`config.mk`:
```
export PLATFORM = sky130hd
export DESIGN_NAME = n_bits_sixteen_register_bank
export DESIGN_NICKNAME = d
export VERILOG_FILES = /design/src/rtl/regbank_pkg.sv /design/src/rtl/n_bits_register_read_port.sv /design/src/rtl/n_bits_sixteen_register_bank.sv
export SDC_FILE = /design/constraint.sdc
export NUM_CORES = 1
export LEC_CHECK = 0
export BUFFER_PORTS_ARGS = -buffer_cell sky130_fd_sc_hd__buf_2
export CORE_AREA = 2 2 257 259
export DETAILED_ROUTE_END_ITERATION = 7
export DIE_AREA = 0 0 259 261
export PLACE_DENSITY = 0.71
export SETUP_SLACK_MARGIN = 0.15
export SYNTH_ARGS = -nofsm -noshare
export SYNTH_HDL_FRONTEND = slang
export SYNTH_SLANG_ARGS = --single-unit
```
`constraint.sdc`:
```
create_clock -name CLK -period 6.7 [get_ports CLK]
set_clock_uncertainty 0.1 [all_clocks]
set_input_delay 1.005 -clock CLK [delete_from_list [all_inputs] [get_ports CLK]]
set_output_delay 1.005 -clock CLK [all_outputs]
set_load 0.005 [all_outputs]
```
`src/rtl/regbank_pkg.sv`:
```
// +--------------------------------------------------------------------------+
// | regbank_pkg : shared constants and index type for the register bank      |
// | Revision    : 1.0                                                        |
// +--------------------------------------------------------------------------+
`default_nettype none

package regbank_pkg;

  localparam int REG_COUNT      = 16;
  localparam int REG_INDEX_BITS = 4;
  localparam int PC_INDEX       = 15;

  typedef logic [REG_INDEX_BITS-1:0] reg_index_t;

  // One-hot decode of a register index.
  function automatic logic [REG_COUNT-1:0] decode_index(input reg_index_t idx);
    logic [REG_COUNT-1:0] sel;
    sel      = '0;
    sel[idx] = 1'b1;
    return sel;
  endfunction

endpackage

`default_nettype wire

```
`src/rtl/n_bits_register_read_port.sv`:
```
// +--------------------------------------------------------------------------+
// | n_bits_register_read_port : one read port of the register bank           |
// |   16:1 mux, same-cycle write forwarding, PC read offset on R15            |
// | Revision : 1.0                                                           |
// +--------------------------------------------------------------------------+
`default_nettype none

module n_bits_register_read_port
  import regbank_pkg::*;
#(
  parameter int BITS           = 32,
  parameter int PC_READ_OFFSET = 8,
  parameter bit BYPASS         = 1'b1
) (
  input  logic [REG_COUNT*BITS-1:0] registers,
  input  reg_index_t                read_address,
  input  logic                      forward_valid,
  input  reg_index_t                write_address,
  input  logic [BITS-1:0]           write_data,
  output logic [BITS-1:0]           read_data
);

  localparam logic            c_bypass_en = BYPASS;
  localparam logic [BITS-1:0] c_offset    = BITS'(PC_READ_OFFSET);

  logic [BITS-1:0] w_entries [REG_COUNT];
  logic [BITS-1:0] w_raw;
  logic [BITS-1:0] w_offset;
  logic            w_forward;

  for (genvar i = 0; i < REG_COUNT; i++) begin : g_entry
    assign w_entries[i] = registers[i*BITS +: BITS];
  end

  assign w_forward = c_bypass_en && forward_valid && (write_address == read_address);
  assign w_raw     = w_forward ? write_data : w_entries[read_address];

  // Offset is applied after forwarding, so a forwarded branch target also reads as PC+offset.
  assign w_offset  = (read_address == reg_index_t'(PC_INDEX)) ? c_offset : '0;
  assign read_data = w_raw + w_offset;

endmodule

`default_nettype wire

```
`src/rtl/n_bits_sixteen_register_bank.sv`:
```
// +--------------------------------------------------------------------------+
// | n_bits_sixteen_register_bank : R0-R15 architectural registers, R15 = PC  |
// |   write decoder, sixteen registers, two combinational read ports         |
// | Revision : 1.0                                                           |
// +--------------------------------------------------------------------------+
`default_nettype none

module n_bits_sixteen_register_bank
  import regbank_pkg::*;
#(
  parameter int BITS           = 32,
  parameter int PC_READ_OFFSET = 8,
  parameter bit BYPASS         = 1'b1
) (
  input  logic                      CLK,
  input  logic                      RESET,
  input  logic                      WRITE_ENABLE,
  input  reg_index_t                WRITE_ADDRESS,
  input  logic [BITS-1:0]           WRITE_DATA,
  input  logic                      PC_ENABLE,
  input  logic [BITS-1:0]           PC_NEXT,
  input  reg_index_t                READ_ADDRESS_A,
  input  reg_index_t                READ_ADDRESS_B,
  output logic [BITS-1:0]           READ_DATA_A,
  output logic [BITS-1:0]           READ_DATA_B,
  output logic [REG_COUNT*BITS-1:0] REGISTERS
);

  logic [REG_COUNT-1:0] w_write_sel;
  logic                 w_forward_valid;

  assign w_write_sel     = WRITE_ENABLE ? decode_index(WRITE_ADDRESS) : '0;
  assign w_forward_valid = WRITE_ENABLE && !RESET;

  for (genvar i = 0; i < REG_COUNT; i++) begin : g_reg
    logic [BITS-1:0] r_value;

    if (i == PC_INDEX) begin : g_pc
      // An explicit write (branch) wins over the sequential PC_NEXT load.
      always_ff @(posedge CLK) begin
        if (RESET) begin
          r_value <= '0;
        end else if (w_write_sel[i]) begin
          r_value <= WRITE_DATA;
        end else if (PC_ENABLE) begin
          r_value <= PC_NEXT;
        end
      end
    end else begin : g_gpr
      always_ff @(posedge CLK) begin
        if (RESET) begin
          r_value <= '0;
        end else if (w_write_sel[i]) begin
          r_value <= WRITE_DATA;
        end
      end
    end

    assign REGISTERS[i*BITS +: BITS] = r_value;
  end

  n_bits_register_read_port #(
    .BITS           (BITS),
    .PC_READ_OFFSET (PC_READ_OFFSET),
    .BYPASS         (BYPASS)
  ) u_read_port_a (
    .registers     (REGISTERS),
    .read_address  (READ_ADDRESS_A),
    .forward_valid (w_forward_valid),
    .write_address (WRITE_ADDRESS),
    .write_data    (WRITE_DATA),
    .read_data     (READ_DATA_A)
  );

  n_bits_register_read_port #(
    .BITS           (BITS),
    .PC_READ_OFFSET (PC_READ_OFFSET),
    .BYPASS         (BYPASS)
  ) u_read_port_b (
    .registers     (REGISTERS),
    .read_address  (READ_ADDRESS_B),
    .forward_valid (w_forward_valid),
    .write_address (WRITE_ADDRESS),
    .write_data    (WRITE_DATA),
    .read_data     (READ_DATA_B)
  );

endmodule

`default_nettype wire

```
==> results.md, run 1 <==
Detailed routing:
- Dividing the detail-routed via count by the number of cells gives roughly 6.4.
- The number of DRC violations after detailed-routing iteration 0 is between 4,000 and 5,000.
- The count of antenna-violating nets left after detailed routing is 0.
- The total wire length is 143.2 mm.
- The count of unresolved DRC violations after routing is 0.
- The detailed-route wire length per cell is around 31 um.
- Detailed routing inserted a total of 29,670 vias.
- The first detailed-routing pass ran for 7 iterations.

CTS:
- The clock latency on the worst-skew pair is about 0.63 ns.
- In this run, CTS created clock tree buffers numbering 57.
- The clock passes through at most 3 buffers.
- Clock-pin slew was measured on the worst setup and hold paths at about 0.060 ns.
- The deepest level of the CTS H-tree is 2.
- In this run, post-CTS repair resized a total of 0 instances.
- The cell chosen for the clock root is sky130_fd_sc_hd__clkbuf_16.
- TritonCTS built the clock tree.
- The clock sink total is slightly above 500.
- The hold buffer count at cts is 0.
- The number of setup buffers added after CTS is 0.

Synth:
- The cell count after synthesis is roughly 3,200.
- In the synthesized netlist the async set-or-reset flop fraction comes to 0%.
- The count of cell types in the netlist is 77.
- Of the post-synthesis cell area, the part taken by muxes is between 20% and 30%.
- The combinational family with the most area after synthesis is multiplexers.
- The count of warnings emitted by yosys is 0.
- Ranked by total cell area, the synthesized netlist is headed by sky130_fd_sc_hd__dfxtp_1, sky130_fd_sc_hd__mux4_2, sky130_fd_sc_hd__nand2_1.
- The cell area that synthesis handed to floorplanning was roughly 29,000 um2.
- The most used flip-flop cell after synthesis is sky130_fd_sc_hd__dfxtp_1.
- Each instance of the synthesized netlist takes up on average ~8.8 um2.
- The synthesized design devotes to its leading area cell type between 30% and 40% of total area.
- Summing the areas of all fa, ha and maj instances in the mapped netlist gives less than 1% of the synthesized area.
- Counting flops with a built-in enable in the synthesized netlist gives 0.
- The fraction of the mapped netlist area in compound gates is between 10% and 20%.
- The number of nets in the synthesized netlist is approximately 3,300.
- The cell type with the highest aggregate area in the netlist is sky130_fd_sc_hd__dfxtp_1.
- For this run, the register share of the synthesized area comes to roughly 36%.
- The number of flip-flops and latches in the synthesized netlist is 512.
- Of the total synthesized cell area, the portion taken by AND, OR, NAND and NOR gates is a little under a fifth.
- The parity-gate share of the synthesized area counting xor and xnor cells is under 10%.

Die:
- The die outline height is 261 um.
- The count of standard-cell rows is 94.
- ~660 I/O pins were placed.
- The die covers a little under 70,000 um2.
- The floorplan core area is approximately 65,000 um2.
- Once the floorplan was initialized, standard cells occupied 43.99% of the core.
- The horizontal die dimension is about 260 um.

STA:
- The count of endpoints failing setup in the final report is 0.
- For the final routed database, the setup TNS stands at 0 ns.
- The final setup slack of the worst path is approximately 0.48 ns.
- The final critical-path required period is roughly 6.2 ns.
- Of the available clock period, the critical path in the final layout requires 92.88%.
- At the pin with the least slew margin, the transition time is 1.379 ns.
- The normalized max-slew margin is 7.774%.
- The number of failing hold endpoints at the final stage was 0.
- Setup repair after global routing left no endpoint under its margin.
- The final-report max-slew violation count is 0.
- The achievable clock frequency is ~0.16 GHz.

Layout:
- The post-route cell area is between 30,000 and 40,000 um2.
- The multi-input gate area in the final layout is roughly 17,000 um2.
- The count of filler cells inserted in the layout is 6,066.
- The fraction of layout cells with a size suffix above 1 is just over 30%.
- g.r_value holds more flip-flops than any other register.
- In the final layout, flip-flops and latches occupy between 10,000 and 15,000 um2.
- The register with the most flip-flops in the layout has just over 500 of them.
- The largest registers in the layout are g.r_value (512).
- From synthesis to final layout, the design area changed by 19.91%.
- In the final design database the tool counted between 3,000 and 4,000 nets.

Global routing:
- The number of antenna violations at the first check in global routing is 10.
- The wire length of the first global-routing pass is 200.0 mm.
- Entering global routing, the biggest net connects 100 pins.
- Global routing consumed, over all layers together, 40.90% of the routing resources.
- The leftover overflow at the end of global routing is 0.
- The number of global-route vias before repair came to about 27,000.

Placement:
- Detailed placement finished with a half-perimeter wire length of between 90 and 100 mm.
- The number of I/O port buffers is roughly 660.
- The congestion estimate from routability-driven global placement came to between 0.9 and 1.
- The cell area after placement is between 30,000 and 40,000 um2.
- The minimum setup slack after placement is 0.6805 ns.

Power and ir drop:
- For this design the ratio of total power to cell area is about 220 nW/um2.
- IR analysis of the VDD net gives a maximum drop of around 0.21 mV.
- The leakage power of the design is between 10 and 15 nW.

Worst setup path:
- The largest fanout on the critical path is 30.
- In this design, the largest share of critical-path delay is due to simple AND/OR/NAND/NOR gates.
- STA classifies the critical path endpoint as a primary output.
- For this design, the slowest cell found on the critical path is sky130_fd_sc_hd__nor2b_1.
- Data on the critical path arrives at its endpoint at between 5 and 6 ns.
- The critical path class is primary input to primary output.
- Together, buffers and inverters on the worst path number 3.
- The worst setup path is launched from a primary input.
- For this run, the slowest stage of the critical path takes 1.05 ns.
- The data required time of the worst path is 5.59 ns.
- The signal on the critical path passes through buf_6 > buf_4 > nor2b_1 > a22oi_1 > and3_1 > o31ai_1 > nor4_4 > nand4_2 > and4bb_1 > xor2_1 > buf_2.

Flow run:
- The number of violations of the max-capacitance limit is 0.

Run status:
- The flow ran to the end, and the final reports show no timing, DRC or antenna violations.

Worst hold path:
- The worst hold path belongs to the class register to register.
[tightest hold or removal path, stage by stage, from the launching register on]
cell	delay, ns
sky130_fd_sc_hd__dfxtp_1	0.32
sky130_fd_sc_hd__nand2_1	0.06
sky130_fd_sc_hd__a21oi_1	0.05
[final cells by class]
type | instances | share of cell area, %
Antenna cell | 3 | 0.02188
Clock buffer | 84 | 4.927
Clock inverter | 21 | 0.8534
Inverter | 7 | 0.07658
Multi-Input combinational cell | 2393 | 49.16
Sequential cell | 512 | 29.87
Tap cell | 864 | 3.151
Timing Repair Buffer | 745 | 11.93
[per-layer routing]
metal / vias to the layer above / part of all wire, % / track usage (%)
met3: 518 / 14 / 12.83
li1: 12330 / - / -
met1: 14350 / 37 / 52.99
met4: 12 / 5.8 / 20.42
met5: - / 0.038 / 0
met2: 2466 / 44 / 61.86
[per-stage QoR]
step	power, mW	util [%]	std cells	hold slack, ns
2_1_floorplan	3.712	-	3234	0.3701
3_3_place_gp	4.051	49.69	4521	0.3630
3_5_place_dp	4.060	49.69	4521	0.3705
4_1_cts	7.395	52.74	4626	0.3791
5_1_grt	7.562	52.74	4626	0.3982
6_report	7.437	52.75	4629	0.3805
[path summary, 6_finish.rpt]
check             slack, ns  depth (start not counted)                            endpoint                               start
hold reg to reg        0.38                          2    g_reg[1].r_value[2]$_SDFFE_PP0P_    g_reg[1].r_value[2]$_SDFFE_PP0P_
hold / removal         0.38                          2    g_reg[1].r_value[2]$_SDFFE_PP0P_    g_reg[1].r_value[2]$_SDFFE_PP0P_
setup reg to reg       5.64                          2  g_reg[15].r_value[10]$_SDFFE_PP0P_  g_reg[15].r_value[10]$_SDFFE_PP0P_
setup / recovery       0.48                         11                     READ_DATA_A[27]                   READ_ADDRESS_A[0]
[logic make-up after synthesis]
kind of cell               after synthesis
adders and majority gates                6
buffers and inverters                  329
DFF                                    512
xor gates and xnor gates                63
and+or+nand+nor                       1299
AOI/OAI and AO/OA                      637
muxes                                  388
[report_power, final]
part           switching [mW]  internal (mW)  total, mW
combinational           0.578          0.292      0.870
sequential             0.0605           3.09       3.15
clock                    1.40           2.01       3.41
total                    2.04           5.39       7.44
[layout by cell type (no fill, tap or decap), drive strengths merged, types with 4 or more instances in the layout]
cell type,instances
a211oi,44
a21oi,483
a22oi,51
a31o,6
a31oi,7
and2,4
and3,15
buf,744
bufinv,7
clkbuf,85
clkinv,12
dfxtp,512
ha,6
inv,7
mux2,18
mux2i,121
mux4,249
nand2,1060
nand2b,8
nand3,24
nand4,12
nor2,84
nor2b,22
nor3,30
nor4,14
o211ai,8
o21ai,6
o31ai,10
or2,4
or3,10
xnor2,34
xor2,29
[Yosys cell counts, drive strengths merged (15+ instances only)]
library cell  instances
buf                  87
nand3                24
mux4                249
xnor2                34
nand2              1060
dfxtp               512
nor3                 30
clkbuf              235
nor2                 84
mux2i               121
nor2b                22
mux2                 18
a21oi               483
a211oi               44
a22oi                51
xor2                 29
and3                 15
(Power assumes the default switching activity.)
==> run 2: changes to the inputs <==
Settings changed: CELL_PAD_IN_SITES_DETAIL_PLACEMENT set to 0, CELL_PAD_IN_SITES_GLOBAL_PLACEMENT set to 1, CORE_AREA 2 2 257 259 to not set, CORE_ASPECT_RATIO set to 1.75, CORE_UTILIZATION set to 41, DIE_AREA 0 0 259 261 to not set, PLACE_DENSITY 0.71 to not set, PLACE_DENSITY_LB_ADDON set to 0.1.
==> results.md, run 2 (same netlist as run 1, synthesis figures left out) <==
Run status:
- The run finished with clean final reports.

Detailed routing:
- The first detailed-routing pass took 6 iterations.
- For this run, design rule violations remaining after detail routing come to 0.
- The total wire length is 156.2 mm.
- The detailed-route wire length per cell is between 30 and 40 um.
- The via count is 29,150.
- After detailed routing, the number of vias per cell comes to 6.275.
- For this block, the initial DRC count from the detailed router was around 3,400.
- The count of antenna-violating nets left after detailed routing is 0.

Worst setup path:
- STA puts the critical path data required time at 5.59 ns.
- The critical path class is primary input to primary output.
- For the worst setup path, the data arrival time is about 5 ns.
- The worst setup path is launched from a primary input.
- The worst setup path is captured at a primary output.
- The largest fanout on the critical path is 32.

Power and ir drop:
- Across the VDD grid, the largest voltage drop is 0.2150 mV.
- Dividing total power by cell area gives a power density of 215.1 nW/um2.
- The leakage power of the design is roughly 14 nW.
- The overall power of the completed layout is 7.351 mW.

STA:
- The final-report max-slew violation count is 0.
- The achievable clock frequency is roughly 0.17 GHz.
- The portion of the clock cycle consumed by the worst path in the final layout is around 90%.
- The normalized max-slew margin is around 4.5%.
- Setup violations remaining at the end of the flow were counted as 0.
- Setup repair after global routing left no endpoint under its margin.
- The transition at the pin with the smallest max-transition slack is 1.428 ns.
- The final critical-path required period is 6.021 ns.
- In the final timing run, aggregate negative setup slack is 0 ns.
- The number of failing hold endpoints at the final stage was 0.

Global routing:
- The total overflow left after global routing is 0.
- The first global-routing pass estimated about 220 mm of wire.
- The number of global-route vias before repair is between 20,000 and 30,000.
- The pin count of the biggest net entering global routing is ~190.
- The number of antenna violations at the first check in global routing is 4.
- Global routing used a little over two fifths of the available tracks.

CTS:
- Clock latency on the worst-skew pair, taken at its later pin, is approximately 0.65 ns.
- The number of setup buffers added after CTS is 0.
- The clock-pin slew on the worst setup and hold paths is 0.06 ns.
- In this run, post-CTS repair resized a total of 0 instances.
- The hold buffer count at cts is 0.
- The TritonCTS buffer count is 53.
- TritonCTS built the clock tree.
- CTS saw 512 sinks.
- Counting along the longest clock path gives a buffer depth of 3.
- CTS built an H-tree with a depth of 2.
- The cell chosen for the clock root is sky130_fd_sc_hd__clkbuf_16.

Flow run:
- The number of violations of the max-capacitance limit is 0.

Layout:
- The most common cell after layout, fill and taps aside is sky130_fd_sc_hd__nand2_1.
- The final standard cell count with taps included and fillers excluded is around 4,600.
- The library cells used most frequently in the layout, excluding fill and tap cells, are sky130_fd_sc_hd__nand2_1, sky130_fd_sc_hd__buf_2, sky130_fd_sc_hd__dfxtp_1.
- Compared with the post-synthesis result, the final layout area differs by 19.45%.
- The fraction of layout cells with a size suffix above 1 is 30.88%.
- Measured on the finished design, the core utilization comes to around 50%.
- The number of flip-flops under the largest register name is 512.
- The register bank with the most flops is g.r_value.
- In the final layout, the registers with the most flip-flops are g.r_value (512).
- In the final design database the tool counted about 3,800 nets.

Die:
- The number of top-level design ports is 656.
- The die outline height is around 350 um.
- Once the floorplan was initialized, standard cells occupied ~42% of the core.
- In this run the horizontal extent of the chip is 201.7 um.
- The floorplan step defined a core boundary enclosing between 60,000 and 70,000 um2.
- The count of standard-cell rows is 127.
- The overall die area is a little over 70,000 um2.

Placement:
- The number of placed cells counting well taps is around 4,500.
- The global placement routability congestion is ~1.0.
- The number of I/O port buffers is ~660.
- Detailed placement finished with a half-perimeter wire length of 111.2 mm.

Worst hold path:
- The path class of the lowest-slack min-delay path is register to register.
==> run 2: cell types whose count changed in the layout (fill, tap and decap cells not counted), moves of 2 or more <==
cell                        delta
sky130_fd_sc_hd__buf_4        -18
sky130_fd_sc_hd__clkbuf_8      +7
sky130_fd_sc_hd__clkbuf_1      -5
sky130_fd_sc_hd__clkbuf_16     -5
sky130_fd_sc_hd__clkinv_2      -4
sky130_fd_sc_hd__bufinv_16     -2
sky130_fd_sc_hd__clkinv_4      +2
sky130_fd_sc_hd__inv_6         -2
sky130_fd_sc_hd__inv_8         +2
==> run 2: power breakdown <==
group          leakage (nW)  internal, mW  switching (mW)
sequential             4.14          3.09          0.0678
combinational          8.60         0.287           0.587
clock                 0.943          1.89            1.42
total                  13.7          5.27            2.08
==> run 2: layout make-up <==
| cell class | count | area [um2] |
|---|---|---|
| Tap cell | 903 | 1130 |
| Multi-Input combinational cell | 2393 | 16870 |
| Antenna cell | 2 | 5.005 |
| Clock inverter | 19 | 271.5 |
| Clock buffer | 81 | 1643 |
| Timing Repair Buffer | 728 | 3979 |
| Inverter | 7 | 26.28 |
| Fill cell | 6643 | 34630 |
| Sequential cell | 512 | 10250 |
==> run 2: worst paths after layout <==
check / startpoint / endpoint / slack, ns / depth (start not counted)
max reg2reg: g_reg[15].r_value[11]$_SDFFE_PP0P_ / g_reg[15].r_value[11]$_SDFFE_PP0P_ / 5.52 / 2
max: READ_ADDRESS_A[2] / READ_DATA_A[10] / 0.68 / 10
min: g_reg[4].r_value[30]$_SDFFE_PP0P_ / g_reg[4].r_value[30]$_SDFFE_PP0P_ / 0.38 / 2
min reg2reg: g_reg[4].r_value[30]$_SDFFE_PP0P_ / g_reg[4].r_value[30]$_SDFFE_PP0P_ / 0.38 / 2
==> run 2: critical path, stage by stage <==
cell	delay, ns
sky130_fd_sc_hd__buf_4	0.36
sky130_fd_sc_hd__buf_12	0.30
sky130_fd_sc_hd__nor2b_1	0.78
sky130_fd_sc_hd__a22oi_1	0.19
sky130_fd_sc_hd__and3_1	0.23
sky130_fd_sc_hd__o31ai_1	0.64
sky130_fd_sc_hd__nor4_2	0.28
sky130_fd_sc_hd__nand3_1	0.17
sky130_fd_sc_hd__xor2_1	0.60
sky130_fd_sc_hd__buf_2	0.24
==> run 2: stage by stage <==
stage	area (um2)	hold WS (ns)	setup slack [ns]
floorplan	28610	0.3701	0.8903
global placement	32260	0.3640	0.8942
detailed placement	32260	0.3753	0.8226
CTS	34170	0.3849	0.7960
global route	34170	0.4007	0.5868
finish	34180	0.3825	0.6793
==> run 2: routing by layer <==
layer	track usage, %	up-vias	share of wire [%]
li1	-	12280	-
met1	50.31	14330	35
met2	69.23	2058	47
met3	10.49	476	10
met4	29.56	6	7.9
met5	0	-	0.019
